### src/rtl/i2s_frame_arbiter.sv
// ============================================================================
//  Module   : i2s_frame_arbiter
//  Purpose  : Round-robin admission of two stereo producers into a frame FIFO,
//             one frame popped and held per transmitter frame request.
//             Optional I2S_FRAME_ARB_HOLD_LAST_EN: repeat last frame on underrun.
//  Revision : 1.0
// ============================================================================
`default_nettype none

module i2s_frame_arbiter #(
    parameter int DW    = 16,
    parameter int DEPTH = 4,
    parameter int AW    = 2
) (
    input  logic          clk,
    input  logic          reset,
    input  logic          s0_valid,
    output logic          s0_ready,
    input  logic [DW-1:0] s0_left,
    input  logic [DW-1:0] s0_right,
    input  logic          s1_valid,
    output logic          s1_ready,
    input  logic [DW-1:0] s1_left,
    input  logic [DW-1:0] s1_right,
    input  logic          frame_req,
    input  logic          flush,
    input  logic          mute,
    output logic [DW-1:0] left_data,
    output logic [DW-1:0] right_data,
    output logic          frame_valid,
    output logic          frame_src,
    output logic [AW:0]   fifo_level,
    output logic [15:0]   underrun_cnt
);

    localparam logic [AW:0]   C_DEPTH   = (AW+1)'(DEPTH);
    localparam logic [AW-1:0] C_PTR_ONE = AW'(1);
    localparam logic [AW:0]   C_CNT_ONE = (AW+1)'(1);

    logic [DW-1:0] mem_l_q [DEPTH];
    logic [DW-1:0] mem_r_q [DEPTH];
    logic          mem_s_q [DEPTH];

    logic [AW-1:0] wr_ptr_q, rd_ptr_q;
    logic [AW:0]   count_q, count_d;
    logic          rr_last_q;
    logic [DW-1:0] left_q, right_q;
    logic          fvalid_q, fsrc_q;
    logic [15:0]   ucnt_q;

    logic          w_full, w_can_push, w_grant0, w_grant1, w_push, w_pop, w_underrun;
    logic [DW-1:0] w_push_l, w_push_r;

    // Ties go to whichever producer was not granted last.
    always_comb begin
        w_full     = (count_q == C_DEPTH);
        w_can_push = !w_full && !flush;
        w_grant0   = w_can_push && s0_valid && (!s1_valid || rr_last_q);
        w_grant1   = w_can_push && s1_valid && (!s0_valid || !rr_last_q);
        w_push     = w_grant0 || w_grant1;
        w_push_l   = w_grant1 ? s1_left  : s0_left;
        w_push_r   = w_grant1 ? s1_right : s0_right;
        w_pop      = frame_req && !flush && (count_q != '0);
        w_underrun = frame_req && !w_pop;
        count_d    = count_q;
        if (w_push && !w_pop)
            count_d = count_q + C_CNT_ONE;
        else if (w_pop && !w_push)
            count_d = count_q - C_CNT_ONE;
    end

    always_ff @(posedge clk) begin
        if (w_push) begin
            mem_l_q[wr_ptr_q] <= w_push_l;
            mem_r_q[wr_ptr_q] <= w_push_r;
            mem_s_q[wr_ptr_q] <= w_grant1;
        end
    end

    always_ff @(posedge clk or posedge reset) begin
        if (reset) begin
            wr_ptr_q  <= '0;
            rd_ptr_q  <= '0;
            count_q   <= '0;
            rr_last_q <= 1'b1;
            left_q    <= '0;
            right_q   <= '0;
            fvalid_q  <= 1'b0;
            fsrc_q    <= 1'b0;
            ucnt_q    <= '0;
        end else begin
            if (flush) begin
                wr_ptr_q <= '0;
                rd_ptr_q <= '0;
                count_q  <= '0;
            end else begin
                count_q <= count_d;
                if (w_push)
                    wr_ptr_q <= wr_ptr_q + C_PTR_ONE;
                if (w_pop)
                    rd_ptr_q <= rd_ptr_q + C_PTR_ONE;
            end
            if (w_push)
                rr_last_q <= w_grant1;
            if (w_pop) begin
                left_q   <= mute ? '0 : mem_l_q[rd_ptr_q];
                right_q  <= mute ? '0 : mem_r_q[rd_ptr_q];
                fvalid_q <= 1'b1;
                fsrc_q   <= mem_s_q[rd_ptr_q];
            end else if (w_underrun) begin
`ifdef I2S_FRAME_ARB_HOLD_LAST_EN
                left_q   <= left_q;
                right_q  <= right_q;
`else
                left_q   <= '0;
                right_q  <= '0;
`endif
                fvalid_q <= 1'b0;
                if (ucnt_q != 16'hFFFF)
                    ucnt_q <= ucnt_q + 16'd1;
            end
        end
    end

    assign s0_ready     = w_grant0;
    assign s1_ready     = w_grant1;
    assign left_data    = left_q;
    assign right_data   = right_q;
    assign frame_valid  = fvalid_q;
    assign frame_src    = fsrc_q;
    assign fifo_level   = count_q;
    assign underrun_cnt = ucnt_q;

endmodule

`default_nettype wire

### config.mk
export PLATFORM = sky130hd
export DESIGN_NAME = i2s_frame_arbiter
export DESIGN_NICKNAME = d
export VERILOG_FILES = /design/src/rtl/i2s_frame_arbiter.sv
export SDC_FILE = /design/constraint.sdc
export NUM_CORES = 1
export LEC_CHECK = 0
export ABC_AREA = 1
export CORE_MARGIN = 8
export CORE_UTILIZATION = 54
export DETAILED_ROUTE_END_ITERATION = 10
export PLACE_DENSITY = 0.8
export SYNTH_ARGS = -nofsm -noshare
export SYNTH_HDL_FRONTEND = slang
export SYNTH_SLANG_ARGS = --single-unit
### constraint.sdc
create_clock -name clk -period 8.65 [get_ports clk]
set_input_delay 2.595 -clock clk [delete_from_list [all_inputs] [get_ports clk]]
set_output_delay 2.595 -clock clk [all_outputs]
set_load 0.005 [all_outputs]
==> results.cfg, run 1 <==
[outcome]
status = completed

[critical_path]
crit_type = primary input to output port
cpMaxStageDelayCell = clkdlybuf4s50_1
slowest_delay_ns = 0.50
timing.rr.start = rd_ptr_q[0]
cp_max_fo = 37
cpMostUsedCell = clkdlybuf4s50_1
endpoint_kind = output port
crit_start = flush
cp.arrival_ns = 4.31
start_kind = primary input
cp.required_ns = 6.06
crit_chain = clkdlybuf4s50_1, clkinv_2, nand3_2, buf_4, inv_1, clkdlybuf4s50_1

[placement]
hpwl_um = 10800
place_inst = 1026
postPlaceCellArea_um2 = 9510
gp_congestion = 0.808
io_buffers = 125

[clocking]
h-tree-depth = 4
clk_pin_slew_ns = 0.06
cts_resized = 0
cts_tree = done
clock_latency_ns = 0.43
cts_hold_buf = 0
clk_path_buf_depth = 2
cts_buffers = 17
root_buffer = clkbuf_16
clock_sinks = 190
postCtsSetupBuffers = 0

[cells_and_area]
fill_cells = 1095
fin_nets = 934
drive_gt1_share_pct = 9.54
syn_to_final_growth_pct = 23.6
multi_input_area_um2 = 2460
final_cells = 1058
fin_area_um2 = 10100
final_util_pct = 67.3
layout.area.seq_um2 = 5420
diodes = 0

[power_and_ir_drop]
p_leak_nw = 3.93
p_per_area_nw_per_um2 = 254
irDropWorstVdd_v = 0.000154

[synth]
ys.flop_type = edfxtp_1
synth_edf_count = 132
yosysSeqAreaShare_pct = 66.5
synth_top_cell_by_area = edfxtp_1
syn_inst = 744
ys_types = 32
synth_nets = 821
synthMostInstantiatedCell = nand2_1
async_flop_share_pct = 30.5
syn_area_um2 = 8150
synth.top_cell.area_share_pct = 48.6
synth_area_leaders = edfxtp_1 49%, dfrtp_1 18%, nand2_1 9.9%
ys_warn_count = 0
ys_ff_latch = 190
synth_commonest_cells = 214 x nand2_1, 132 x edfxtp_1, 91 x nor2_1
syn_area_per_cell_um2 = 11.0

[sta]
hold_viol = 0
clock_skew_ns = 0.00923
max-slew-margin-rel_pct = 22.3
tns_ns = 0
grt_setup_unrepaired = no
tightest_slew_ns = 1.17
fmax_ghz = 0.145
min_period_ns = 6.90
final-setup-viol-count = 0
finalCritPeriodShare_pct = 79.8
finalMaxSlewViolations = 0

[min_path]
hp-class = flop to flop
hold_path_startpoint = rr_last_q

[job]
maxCapViolCount = 0

[floorplanning]
ios = 126
initial_core_util_pct = 54.4
die_y_um = 139
die_w_um = 139
core-area_um2 = 15000
rows = 45
die_area_um2 = 19300

[detailed_routing]
firstDrtPassIters = 5
wl_per_cell_um = 16.5
routed_wirelength_um = 17500
drc = 0
initialDrtViolationCount = 400
antenna_left = 0
viasPerCell = 5.34
vias = 5651

[grt]
grt_max_degree = 70
grt_use_total_pct = 18.8
antenna_found_initial = 0
grt-ovfl-total = 0
grt_pass1_vias = 5681
grt_pass1_wl_um = 28700
-- area by class of cell --
type / instances / area share, %
clock buffers: 17 / 4.22
clock inverters: 15 / 1.35
inverters: 31 / 1.17
multi-input cells: 488 / 24.4
flip-flops and latches: 190 / 53.8
well taps: 188 / 2.33
repair buffers: 129 / 12.7
-- where the power goes --
part           switching, W  total [W]  internal, W
logic              0.000344   0.000600     0.000257
registers         0.0000866    0.00122      0.00114
clock network      0.000338   0.000738     0.000401
total              0.000768    0.00256      0.00180
-- metal layers --
layer | track usage [%] | routed length [um] | vias to the layer above
met3 | 4.10 | 900 | 27
met5 | 0 | 0 | -
li1 | - | - | 2758
met2 | 32.3 | 8820 | 190
met1 | 22.6 | 7410 | 2676
met4 | 7.51 | 347 | 0
-- final timing paths --
path,endpoint,slack [ns],depth (start not counted)
worst min register to register,rr_last_q,0.47,2
worst max register to register,right_data[1],5.89,4
min in group asynchronous,left_data[3],2.71,3
worst max-delay path,s1_ready,1.75,6
worst min-delay path,rr_last_q,0.47,2
max in group asynchronous,rd_ptr_q[0],5.38,3
-- logic make-up after synthesis --
group / after synthesis / share of synthesized area, %
and+or+nand+nor: 327 / 15.7
DFF: 190 / 66.5
AOI/OAI and AO/OA: 142 / 11.7
buffers and inverters: 66 / 3.70
xor gates and xnor gates: 13 / 1.40
adders and majority gates: 6 / 1.01
-- registers in the layout, indices dropped and copies added, names as in the netlist, 3 cells and up --
name          cells
mem_r_q          64
mem_s_q           4
left_data        16
underrun_cnt     16
right_data       16
fifo_level        3
mem_l_q          64
-- worst max-delay path: cells and delay by family --
| family | cells | cell delay, ns |
|---|---|---|
| AND/OR/NAND/NOR | 1 | 0.10 |
| buffers and inverters | 5 | 1.59 |
-- metrics by stage --
step	total power (W)	worst slack, ns	hold WS [ns]
3_5_place_dp	0.00185	1.75	0.465
4_1_cts	0.00258	1.74	0.475
6_report	0.00256	1.75	0.471
3_3_place_gp	0.00183	1.77	0.463
5_1_grt	0.00270	1.64	0.492
2_1_floorplan	0.00160	2.74	0.444
-- cell usage in the layout (no fill, tap or decap), drive strengths merged, types with 11 or more instances in the layout --
cell type	n
o21ai	105
nand2	216
dfrtp	57
nand3	11
clkbuf	17
o22a	32
clkdlybuf4s50	125
inv	34
edfxtp	132
nor2	93
(Power assumes the default switching activity.)
==> run 2: changes to the inputs <==
--- a/config.mk
+++ b/config.mk
@@ -7,9 +7,9 @@
 export LEC_CHECK = 0
 export ABC_AREA = 1
 export CORE_MARGIN = 8
-export CORE_UTILIZATION = 54
+export CORE_UTILIZATION = 49
 export DETAILED_ROUTE_END_ITERATION = 10
-export PLACE_DENSITY = 0.8
+export PLACE_DENSITY = 0.77
 export SYNTH_ARGS = -nofsm -noshare
 export SYNTH_HDL_FRONTEND = slang
 export SYNTH_SLANG_ARGS = --single-unit
==> constraint.sdc (replaced) <==
create_clock -name clk -period 6.2 [get_ports clk]
set_input_delay 1.86 -clock clk [delete_from_list [all_inputs] [get_ports clk]]
set_output_delay 1.86 -clock clk [all_outputs]
set_load 0.005 [all_outputs]
==> results.cfg, run 2 (same netlist as run 1, synthesis figures left out) <==
[floorplanning]
die_y_um = 145
ios = 126
rows = 47
initial_core_util_pct = 49.7
core-area_um2 = 16400
die_area_um2 = 21000
die_w_um = 145

[clocking]
cts_resized = 0
root_buffer = clkbuf_16
h-tree-depth = 4
clk_path_buf_depth = 2
postCtsSetupBuffers = 0
cts_buffers = 17
cts_hold_buf = 0
clock_sinks = 190
clock_latency_ns = 0.43
clk_pin_slew_ns = 0.07
cts_tree = done

[detailed_routing]
vias = 5607
drc = 0
antenna_left = 0
firstDrtPassIters = 5
initialDrtViolationCount = 382
wl_per_cell_um = 16.1
routed_wirelength_um = 17600
viasPerCell = 5.13

[critical_path]
cp.required_ns = 4.34
reg2reg_slack_ns = 3.50
crit_type = primary input to output port
start_kind = primary input
cp.arrival_ns = 3.38
endpoint_kind = output port
cp_max_fo = 2

[power_and_ir_drop]
power_w = 0.00359
irDropWorstVdd_v = 0.000208
p_leak_nw = 3.95
p_per_area_nw_per_um2 = 355

[sta]
whs_ns = 0.473
min_period_ns = 5.24
tns_ns = 0
final-setup-viol-count = 0
hold_viol = 0
fmax_ghz = 0.191
clock_skew_ns = 0.0121
grt_setup_unrepaired = no
finalMaxSlewViolations = 0
max-slew-margin-rel_pct = 26.0
finalCritPeriodShare_pct = 84.5
tightest_slew_ns = 1.11

[cells_and_area]
fill_cells = 1285
syn_to_final_growth_pct = 24.4
layout.area.seq_um2 = 5420
layout_commonest_cell = nand2_1
multi_input_area_um2 = 2460
fin_nets = 936
diodes = 0
fin_area_um2 = 10100
drive_gt1_share_pct = 10.1
top_regs = mem_l_q (64), mem_r_q (64)
final_cell_mix = 214 x nand2_1, 132 x edfxtp_1, 125 x clkdlybuf4s50_1

[grt]
grt_pass1_wl_um = 28900
grt_pass1_vias = 5575
grt_max_degree = 69
grt_use_total_pct = 17.1
grt-ovfl-total = 0
antenna_found_initial = 0

[placement]
gp_congestion = 0.824
hpwl_um = 11000
io_buffers = 125
postPlaceCellArea_um2 = 9570

[job]
maxCapViolCount = 0

[min_path]
hp-class = flop to flop

[outcome]
status = completed
run 2: cell types whose count changed in the layout (fill, tap and decap cells not counted):
| cell | change |
|---|---|
| clkinv_2 | +1 |
| clkinv_4 | -3 |
| inv_8 | +1 |
| clkinv_8 | +2 |
| clkinv_1 | -3 |
| bufinv_16 | -1 |
| inv_6 | +3 |
| buf_4 | +2 |
run 2: critical path, cell delays in order:
cell	delay, ns
clkdlybuf4s50_1	0.46
inv_1	0.03
a21oi_1	0.18
nand3_2	0.11
inv_1	0.18
clkdlybuf4s50_1	0.56
run 2: power breakdown:
part / internal [W] / leakage (nW) / switching (W)
Clock: 0.000534 / 0.277 / 0.000508
Combinational: 0.000360 / 1.68 / 0.000519
Sequential: 0.00159 / 1.99 / 0.0000851
Total: 0.00248 / 3.95 / 0.00111
run 2: per-stage QoR:
step | utilization, % | std cells | setup WS (ns)
floorplan | - | 744 | 1.76
global placement | 58.3 | 1060 | 0.924
detailed placement | 58.3 | 1060 | 0.945
CTS | 61.8 | 1092 | 0.930
global route | 61.8 | 1092 | 0.870
finish | 61.8 | 1092 | 0.959
run 2: per-layer routing:
metal	track usage [%]	up-vias	wire length (um)
li1	-	2774	-
met4	5.68	0	199
met2	29.2	129	8980
met3	3.36	13	716
met1	21.3	2691	7740
met5	0	-	0
run 2: area by class of cell:
type | instances | share of cell area [%]
Clock buffer | 17 | 4.20
Clock inverter | 15 | 1.42
Inverter | 31 | 1.16
Multi-Input combinational cell | 488 | 24.3
Sequential cell | 190 | 53.4
Tap cell | 220 | 2.72
Timing Repair Buffer | 131 | 12.8
run 2: final timing paths:
| kind | from | end | cells after the start |
|---|---|---|---|
| max | s1_valid | s1_ready | 6 |
| min reg2reg | rr_last_q | rr_last_q | 2 |
| min in group asynchronous | reset | left_data[6] | 3 |
| min | rr_last_q | rr_last_q | 2 |
| max in group asynchronous | reset | rd_ptr_q[0] | 3 |
| max reg2reg | fifo_level[0] | fifo_level[2] | 14 |
